<file path="src/rtl/dmem_wr_arbiter_if.sv">
// Producer/RAM-side bundle of the DMEM write arbiter.
interface dmem_wr_arbiter_if #(
  parameter int unsigned NUM_CH     = 2,
  parameter int unsigned DATA_W     = 256,
  parameter int unsigned ADDR_W     = 11,
  parameter int unsigned FIFO_DEPTH = 4
);
  localparam int unsigned CH_W  = (NUM_CH > 1) ? $clog2(NUM_CH) : 1;
  localparam int unsigned LVL_W = $clog2(FIFO_DEPTH) + 1;

  logic [NUM_CH-1:0]        ch_valid;
  logic [NUM_CH-1:0]        ch_ready;
  logic [NUM_CH*ADDR_W-1:0] ch_addr;
  logic [NUM_CH*DATA_W-1:0] ch_data;
  logic [NUM_CH-1:0]        ch_auto;
  logic [NUM_CH*ADDR_W-1:0] ch_base;
  logic [NUM_CH-1:0]        ch_load;
  logic                     hold;
  logic                     mem_wren;
  logic [ADDR_W-1:0]        mem_addr;
  logic [DATA_W-1:0]        mem_data;
  logic [CH_W-1:0]          mem_ch;
  logic [NUM_CH*LVL_W-1:0]  ch_level;
  logic                     idle;

  // Producers and the stall source drive the requests; they observe the RAM side.
  modport master (
    output ch_valid, ch_addr, ch_data, ch_auto, ch_base, ch_load, hold,
    input  ch_ready, mem_wren, mem_addr, mem_data, mem_ch, ch_level, idle
  );

  // The arbiter consumes requests and drives the RAM write port.
  modport slave (
    input  ch_valid, ch_addr, ch_data, ch_auto, ch_base, ch_load, hold,
    output ch_ready, mem_wren, mem_addr, mem_data, mem_ch, ch_level, idle
  );
endinterface

</file>
<file path="src/rtl/dmem_wr_arbiter.sv">
// Multi-channel DMEM write front-end: per-channel FIFOs, round-robin pop,
// one registered RAM write per cycle, optional auto-increment addressing.
module dmem_wr_arbiter #(
  parameter int unsigned NUM_CH     = 2,
  parameter int unsigned DATA_W     = 256,
  parameter int unsigned ADDR_W     = 11,
  parameter int unsigned FIFO_DEPTH = 4
) (
  input logic             clk,
  input logic             rst_n,
  dmem_wr_arbiter_if.slave bus
);
  localparam int unsigned CH_W  = (NUM_CH > 1) ? $clog2(NUM_CH) : 1;
  localparam int unsigned LVL_W = $clog2(FIFO_DEPTH) + 1;
  localparam int unsigned PTR_W = $clog2(FIFO_DEPTH);

  logic [LVL_W-1:0]  level      [NUM_CH];
  logic [PTR_W-1:0]  wr_ptr     [NUM_CH];
  logic [PTR_W-1:0]  rd_ptr     [NUM_CH];
  logic [ADDR_W-1:0] cnt        [NUM_CH];
  logic [ADDR_W-1:0] push_addr  [NUM_CH];
  logic [ADDR_W-1:0] fifo_addr  [NUM_CH][FIFO_DEPTH];
  logic [DATA_W-1:0] fifo_data  [NUM_CH][FIFO_DEPTH];
  logic [NUM_CH-1:0] push;
  logic [NUM_CH-1:0] pop;
  logic [CH_W-1:0]   last_grant;
  logic [CH_W-1:0]   grant;
  logic              grant_vld;

  // Ready/level/idle status derived from the registered FIFO levels.
  always_comb begin
    logic any;
    any          = 1'b0;
    bus.ch_ready = '0;
    bus.ch_level = '0;
    for (int i = 0; i < NUM_CH; i++) begin
      bus.ch_ready[i]                 = (level[i] < LVL_W'(FIFO_DEPTH));
      bus.ch_level[i*LVL_W +: LVL_W] = level[i];
      if (level[i] != '0) any = 1'b1;
    end
    bus.idle = !any && !bus.mem_wren;
  end

  // Push qualification and the address stored with each pushed entry.
  always_comb begin
    push = '0;
    for (int i = 0; i < NUM_CH; i++) begin
      push[i] = bus.ch_valid[i] & bus.ch_ready[i];
      if (bus.ch_auto[i])
        push_addr[i] = bus.ch_load[i] ? bus.ch_base[i*ADDR_W +: ADDR_W] : cnt[i];
      else
        push_addr[i] = bus.ch_addr[i*ADDR_W +: ADDR_W];
    end
  end

  // Round-robin grant: first non-empty channel after the last one served.
  always_comb begin
    int idx;
    grant_vld = 1'b0;
    grant     = '0;
    pop       = '0;
    idx       = 0;
    if (!bus.hold) begin
      for (int k = 0; k < NUM_CH; k++) begin
        idx = (int'(last_grant) + 1 + k) % int'(NUM_CH);
        if (!grant_vld && level[CH_W'(idx)] != '0) begin
          grant_vld = 1'b1;
          grant     = CH_W'(idx);
        end
      end
    end
    if (grant_vld) pop[grant] = 1'b1;
  end

  // FIFO storage; contents need no reset since levels gate every read.
  always_ff @(posedge clk) begin
    for (int i = 0; i < NUM_CH; i++) begin
      if (push[i]) begin
        fifo_addr[i][wr_ptr[i]] <= push_addr[i];
        fifo_data[i][wr_ptr[i]] <= bus.ch_data[i*DATA_W +: DATA_W];
      end
    end
  end

  // FIFO pointers, levels and per-channel address counters.
  always_ff @(posedge clk or negedge rst_n) begin
    if (!rst_n) begin
      for (int i = 0; i < NUM_CH; i++) begin
        level[i]  <= '0;
        wr_ptr[i] <= '0;
        rd_ptr[i] <= '0;
        cnt[i]    <= '0;
      end
    end else begin
      for (int i = 0; i < NUM_CH; i++) begin
        if (push[i]) wr_ptr[i] <= wr_ptr[i] + PTR_W'(1);
        if (pop[i])  rd_ptr[i] <= rd_ptr[i] + PTR_W'(1);
        level[i] <= level[i] + LVL_W'(push[i]) - LVL_W'(pop[i]);
        if (bus.ch_load[i])
          cnt[i] <= bus.ch_base[i*ADDR_W +: ADDR_W] + ADDR_W'(push[i] & bus.ch_auto[i]);
        else if (push[i] && bus.ch_auto[i])
          cnt[i] <= cnt[i] + ADDR_W'(1);
      end
    end
  end

  // Arbitration pointer and registered RAM write port.
  always_ff @(posedge clk or negedge rst_n) begin
    if (!rst_n) begin
      last_grant   <= CH_W'(NUM_CH - 1);
      bus.mem_wren <= 1'b0;
      bus.mem_addr <= '0;
      bus.mem_data <= '0;
      bus.mem_ch   <= '0;
    end else begin
      bus.mem_wren <= grant_vld;
      if (grant_vld) begin
        last_grant   <= grant;
        bus.mem_addr <= fifo_addr[grant][rd_ptr[grant]];
        bus.mem_data <= fifo_data[grant][rd_ptr[grant]];
        bus.mem_ch   <= grant;
      end
    end
  end
endmodule

</file>
<file path="src/flat_wrapper.sv">
// flat-port wrapper written by rule: the top's interface ports become plain ports
module dmem_wr_arbiter_flat 
#(
  parameter int unsigned NUM_CH     = 2,
  parameter int unsigned DATA_W     = 256,
  parameter int unsigned ADDR_W     = 11,
  parameter int unsigned FIFO_DEPTH = 4
)
  (clk, rst_n, bus_ch_valid, bus_ch_addr, bus_ch_data, bus_ch_auto, bus_ch_base, bus_ch_load, bus_hold, bus_ch_ready, bus_mem_wren, bus_mem_addr, bus_mem_data, bus_mem_ch, bus_ch_level, bus_idle);
  dmem_wr_arbiter_if #(.NUM_CH(NUM_CH), .DATA_W(DATA_W), .ADDR_W(ADDR_W), .FIFO_DEPTH(FIFO_DEPTH)) bus_i ();
  input logic clk;
  input logic rst_n;
  input wire logic [$bits(bus_i.ch_valid)-1:0] bus_ch_valid;
  input wire logic [$bits(bus_i.ch_addr)-1:0] bus_ch_addr;
  input wire logic [$bits(bus_i.ch_data)-1:0] bus_ch_data;
  input wire logic [$bits(bus_i.ch_auto)-1:0] bus_ch_auto;
  input wire logic [$bits(bus_i.ch_base)-1:0] bus_ch_base;
  input wire logic [$bits(bus_i.ch_load)-1:0] bus_ch_load;
  input wire logic [$bits(bus_i.hold)-1:0] bus_hold;
  output wire logic [$bits(bus_i.ch_ready)-1:0] bus_ch_ready;
  output wire logic [$bits(bus_i.mem_wren)-1:0] bus_mem_wren;
  output wire logic [$bits(bus_i.mem_addr)-1:0] bus_mem_addr;
  output wire logic [$bits(bus_i.mem_data)-1:0] bus_mem_data;
  output wire logic [$bits(bus_i.mem_ch)-1:0] bus_mem_ch;
  output wire logic [$bits(bus_i.ch_level)-1:0] bus_ch_level;
  output wire logic [$bits(bus_i.idle)-1:0] bus_idle;
  assign bus_i.ch_valid = bus_ch_valid;
  assign bus_i.ch_addr = bus_ch_addr;
  assign bus_i.ch_data = bus_ch_data;
  assign bus_i.ch_auto = bus_ch_auto;
  assign bus_i.ch_base = bus_ch_base;
  assign bus_i.ch_load = bus_ch_load;
  assign bus_i.hold = bus_hold;
  assign bus_ch_ready = bus_i.ch_ready;
  assign bus_mem_wren = bus_i.mem_wren;
  assign bus_mem_addr = bus_i.mem_addr;
  assign bus_mem_data = bus_i.mem_data;
  assign bus_mem_ch = bus_i.mem_ch;
  assign bus_ch_level = bus_i.ch_level;
  assign bus_idle = bus_i.idle;
  dmem_wr_arbiter #(.NUM_CH(NUM_CH), .DATA_W(DATA_W), .ADDR_W(ADDR_W), .FIFO_DEPTH(FIFO_DEPTH)) u_core (.clk(clk), .rst_n(rst_n), .bus(bus_i));
endmodule
</file>
<file path="config.mk">
export PLATFORM = sky130hd
export DESIGN_NAME = dmem_wr_arbiter_flat
export DESIGN_NICKNAME = d
export VERILOG_FILES = /design/src/rtl/dmem_wr_arbiter_if.sv /design/src/rtl/dmem_wr_arbiter.sv /design/src/flat_wrapper.sv
export SDC_FILE = /design/constraint.sdc
export NUM_CORES = 2
export LEC_CHECK = 0
export CORE_MARGIN = 2
export CORE_UTILIZATION = 45
export DETAILED_ROUTE_END_ITERATION = 12
export PLACE_DENSITY = 0.76
export SYNTH_ARGS = -nofsm -noshare
export SYNTH_HDL_FRONTEND = slang
export SYNTH_SLANG_ARGS = --single-unit
</file>
<file path="constraint.sdc">
create_clock -name clk -period 14 [get_ports clk]
set_clock_uncertainty 0.1 [all_clocks]
set_input_delay 2.8 -clock clk [delete_from_list [all_inputs] [get_ports clk]]
set_output_delay 2.8 -clock clk [all_outputs]
set_load 0.005 [all_outputs]
</file>
==> results.md <==
* Synthesized area at 90900 um2
* Fin util at 0.553
* Status: finished clean
* Multi-input logic area at around 18000 um2
* Vias in the first global route at roughly 48000
* VDD IR max at 0.180 mV
* Starting Density at 0.454
* Syn Nets at ~4900
* Kind of critical path: input port to flip-flop
* WL final at 235000 um
* Compound-cell area share of the yosys netlist at 0.0239
* WP data required at 14670 ps
* Syn Inst Count at 4270
* Post-route ant nets at 0
* Critical path fanouts, max at 68
* RSZ-0062 raised after global routing: no
* Overflow after GRT at 0
* Die height at 453 um
* Main synth FF type: edfxtp_1
* I/O pin cnt at ~840
* IO Port Bufs at 842
* Register area share after synthesis at 0.790
* Share of synthesized flip-flops with an asynchronous set or reset at 0.125
* Top post-synthesis cells by area: edfxtp_1 (71%), mux4_2 (13%), dfrtp_1 (8.4%)
* Slew @ Worst Pin at 1260 ps
* FF/Latch Area at slightly above 70000 um2
* Postcts setup bufs at 0
* CP Capture Type: flip-flop
* Hold depth at 2
* Final worst path period share at 0.461
* Post_cts resized at 0
* Largest net degree at the start of global routing at 147
* Leakage at 37.3 nW
* Starting DRT DRC Count at 4750
* Reg2reg setup slack at 9390 ps
* Yosys cell types at 36
* DR WL/cell at 28.9 um
* Vias per inst at 5.71
* # setup viols final at 0
* FF-to-FF path depth at 8
* Post-DP HPWL at between 100000 and 150000 um
* Final hold vios at 0
* Post-Synth XOR/XNOR Area at 0.00472
* Tmin final at 6460 ps
* FF-to-FF End: u_core.bus.mem_data[194]
* Synth Area in Simple Gates at 0.0279
* TritonCTS Buffers at around 240
* Final cell count without fillers at between 8000 and 9000
* Layout cells sized above 1 at 0.185
* Synth Register Bits at 2442
* Crit path launch type: input port
* Die W at 453 um
* # clock sinks at about 2400
* H-tree Lvls at 4
* Critical path endpoint: u_core.bus.mem_data[194]
* Die ar. at roughly 210000 um2
* Syn-to-layout area delta at 21.8%
* Syn_area_per_cell at between 20 and 25 um2
* Layout fillers at approximately 15000
* Post-synthesis mux area share at 0.137
* Max-cap violations at 0
* Setup_tns at 0 ps
* Total core area at 200000 um2
* Main combinational cell family by area after synthesis: multiplexers
* Worst setup path start: bus_hold
* First-pass GRT wire length at approximately 340000 um
* Syn. warnings at 0
* Hold Crit Class: flip-flop to flip-flop
* Reg clk slew, reported paths at 60 ps
* PD cells at 203 nW/um2
* Max Slew Vio Count at 0
* Reg2Reg Launch Point: u_core.bus.ch_level[2]
* Drt pass-1 iters at 6
* Critical path arrival at between 7000 and 8000 ps
* Fmax achieved at between 0.15 and 0.2 GHz
* Total Routing Usage GR at 0.225
* EDFF count, synth at 2136
* Clock tree buffer depth at 3
* # DRC at 0
* GPL Wtd Cong at 0.847
* Via Count at around 46000
* Worst-skew pair later-pin latency at 910 ps
* Max-slew headroom at 0.157
* Yosys top cell by area: edfxtp_1
* Antenna violations before repair at 78
* Adder-cell area share of the yosys netlist at 0.00292
* # nets final at 5776
* Dpl cells at 7607
* Min-delay src: u_core.bus.mem_data[218]
* Clock Root Buffer: clkbuf_16
* CTS tree: yes
* Synth top area share at 0.706
* CTS Hold Bufs at 0
* Number of core rows at about 160
==> layout by cell type, fill, tap and decap left out, types with 30 or more instances in the layout <==
| cell | netlist | final |
|---|---|---|
| a22oi_1 | 267 | 267 |
| buf_4 | 2 | 50 |
| clkbuf_1 | 71 | 45 |
| clkbuf_16 | 0 | 239 |
| clkdlybuf4s50_1 | 0 | 841 |
| clkinv_1 | 1 | 30 |
| clkinv_2 | 0 | 48 |
| dfrtp_1 | 305 | 301 |
| diode_2 | 0 | 72 |
| edfxtp_1 | 2136 | 2136 |
| mux2i_1 | 38 | 38 |
| mux4_2 | 534 | 534 |
| nand2_1 | 558 | 558 |
| xnor2_1 | 36 | 36 |
==> where the power goes <==
group | switching [W] | internal, W | leakage (nW) | total, W
clock | 0.00283 | 0.00384 | 4.05 | 0.00667
sequential | 0.000692 | 0.00932 | 23.1 | 0.0100
combinational | 0.00303 | 0.00279 | 10.1 | 0.00583
==> logic make-up (layout without fill, tap and decap cells) <==
family | count (synthesis) | after routing
buf+inv | 246 | 1385
mux | 572 | 572
xor+xnor | 49 | 49
flops | 2442 | 2442
fa+ha+maj | 20 | 20
compound gates | 300 | 300
simple gates | 641 | 641
other cells | 0 | 72
==> critical path, cell delays in order <==
cell and delay [ps]:
clkdlybuf4s50_1 460, nor3_2 190, buf_4 740, buf_4 750, buf_4 880, buf_4 630, a22oi_1 160, nand2_1 150
==> state kept, by name, summed over array words and instances (netlist names) <==
signal,cells
u_core.fifo_data,2048
u_core.bus.mem_data,256
u_core.fifo_addr,88
u_core.cnt,22
u_core.bus.mem_addr,11
u_core.bus.ch_level,6
u_core.rd_ptr,4
u_core.wr_ptr,4
u_core.bus.mem_ch,1
u_core.bus.mem_wren,1
u_core.last_grant,1
==> layout make-up <==
| cell class | instances | share of cell area |
|---|---|---|
| Antenna cell | 72 | 0.00163 |
| Clock buffer | 312 | 0.0591 |
| Clock inverter | 146 | 0.0165 |
| Inverter | 22 | 0.000746 |
| Multi-Input combinational cell | 1582 | 0.161 |
| Sequential cell | 2442 | 0.649 |
| Tap cell | 2656 | 0.0300 |
| Timing Repair Buffer | 905 | 0.0819 |
==> metal layers <==
layer | vias to the layer above | track usage | part of all wire
met2 | 2223 | 0.379 | 0.52
li1 | 19265 | - | -
met3 | 429 | 0.0379 | 0.069
met5 | - | 0 | 0.00056
met4 | 20 | 0.121 | 0.050
met1 | 24531 | 0.280 | 0.36
==> cells in the mapped netlist (all sizes together) (2+ instances only) <==
library cell / instances
mux2i: 38
ha: 18
nand3: 9
clkbuf: 71
nor3: 10
edfxtp: 2136
o21ai: 10
a21oi: 22
and4: 2
mux4: 534
dfrtp: 305
xor2: 13
fa: 2
nand4: 8
buf: 153
nor4: 7
a22oi: 267
nand4b: 2
and2: 10
nand2: 558
nor2: 28
inv: 21
xnor2: 36
==> worst min-delay path by stage <==
| stage | endpoint | slack, ps |
|---|---|---|
| finish | u_core.bus.mem_data[218] | 360 |
| global route | u_core.bus.mem_data[218] | 390 |
| detailed placement | u_core.bus.mem_data[36] | 350 |
| global placement | u_core.bus.mem_data[218] | 350 |
| CTS | u_core.bus.mem_data[181] | 370 |
| floorplan | u_core.bus.mem_addr[0] | 360 |
==> per-stage QoR <==
step	power, W	hold slack [ps]	area [um2]	worst slack [ps]
finish	0.0225	364	111000	7540
detailed placement	0.0160	355	102000	6780
floorplan	0.0137	363	90900	4000
global placement	0.0159	349	102000	6880
CTS	0.0227	368	110000	7700
global route	0.0234	390	111000	7480
Note: power is estimated with default switching activity, not from simulation.
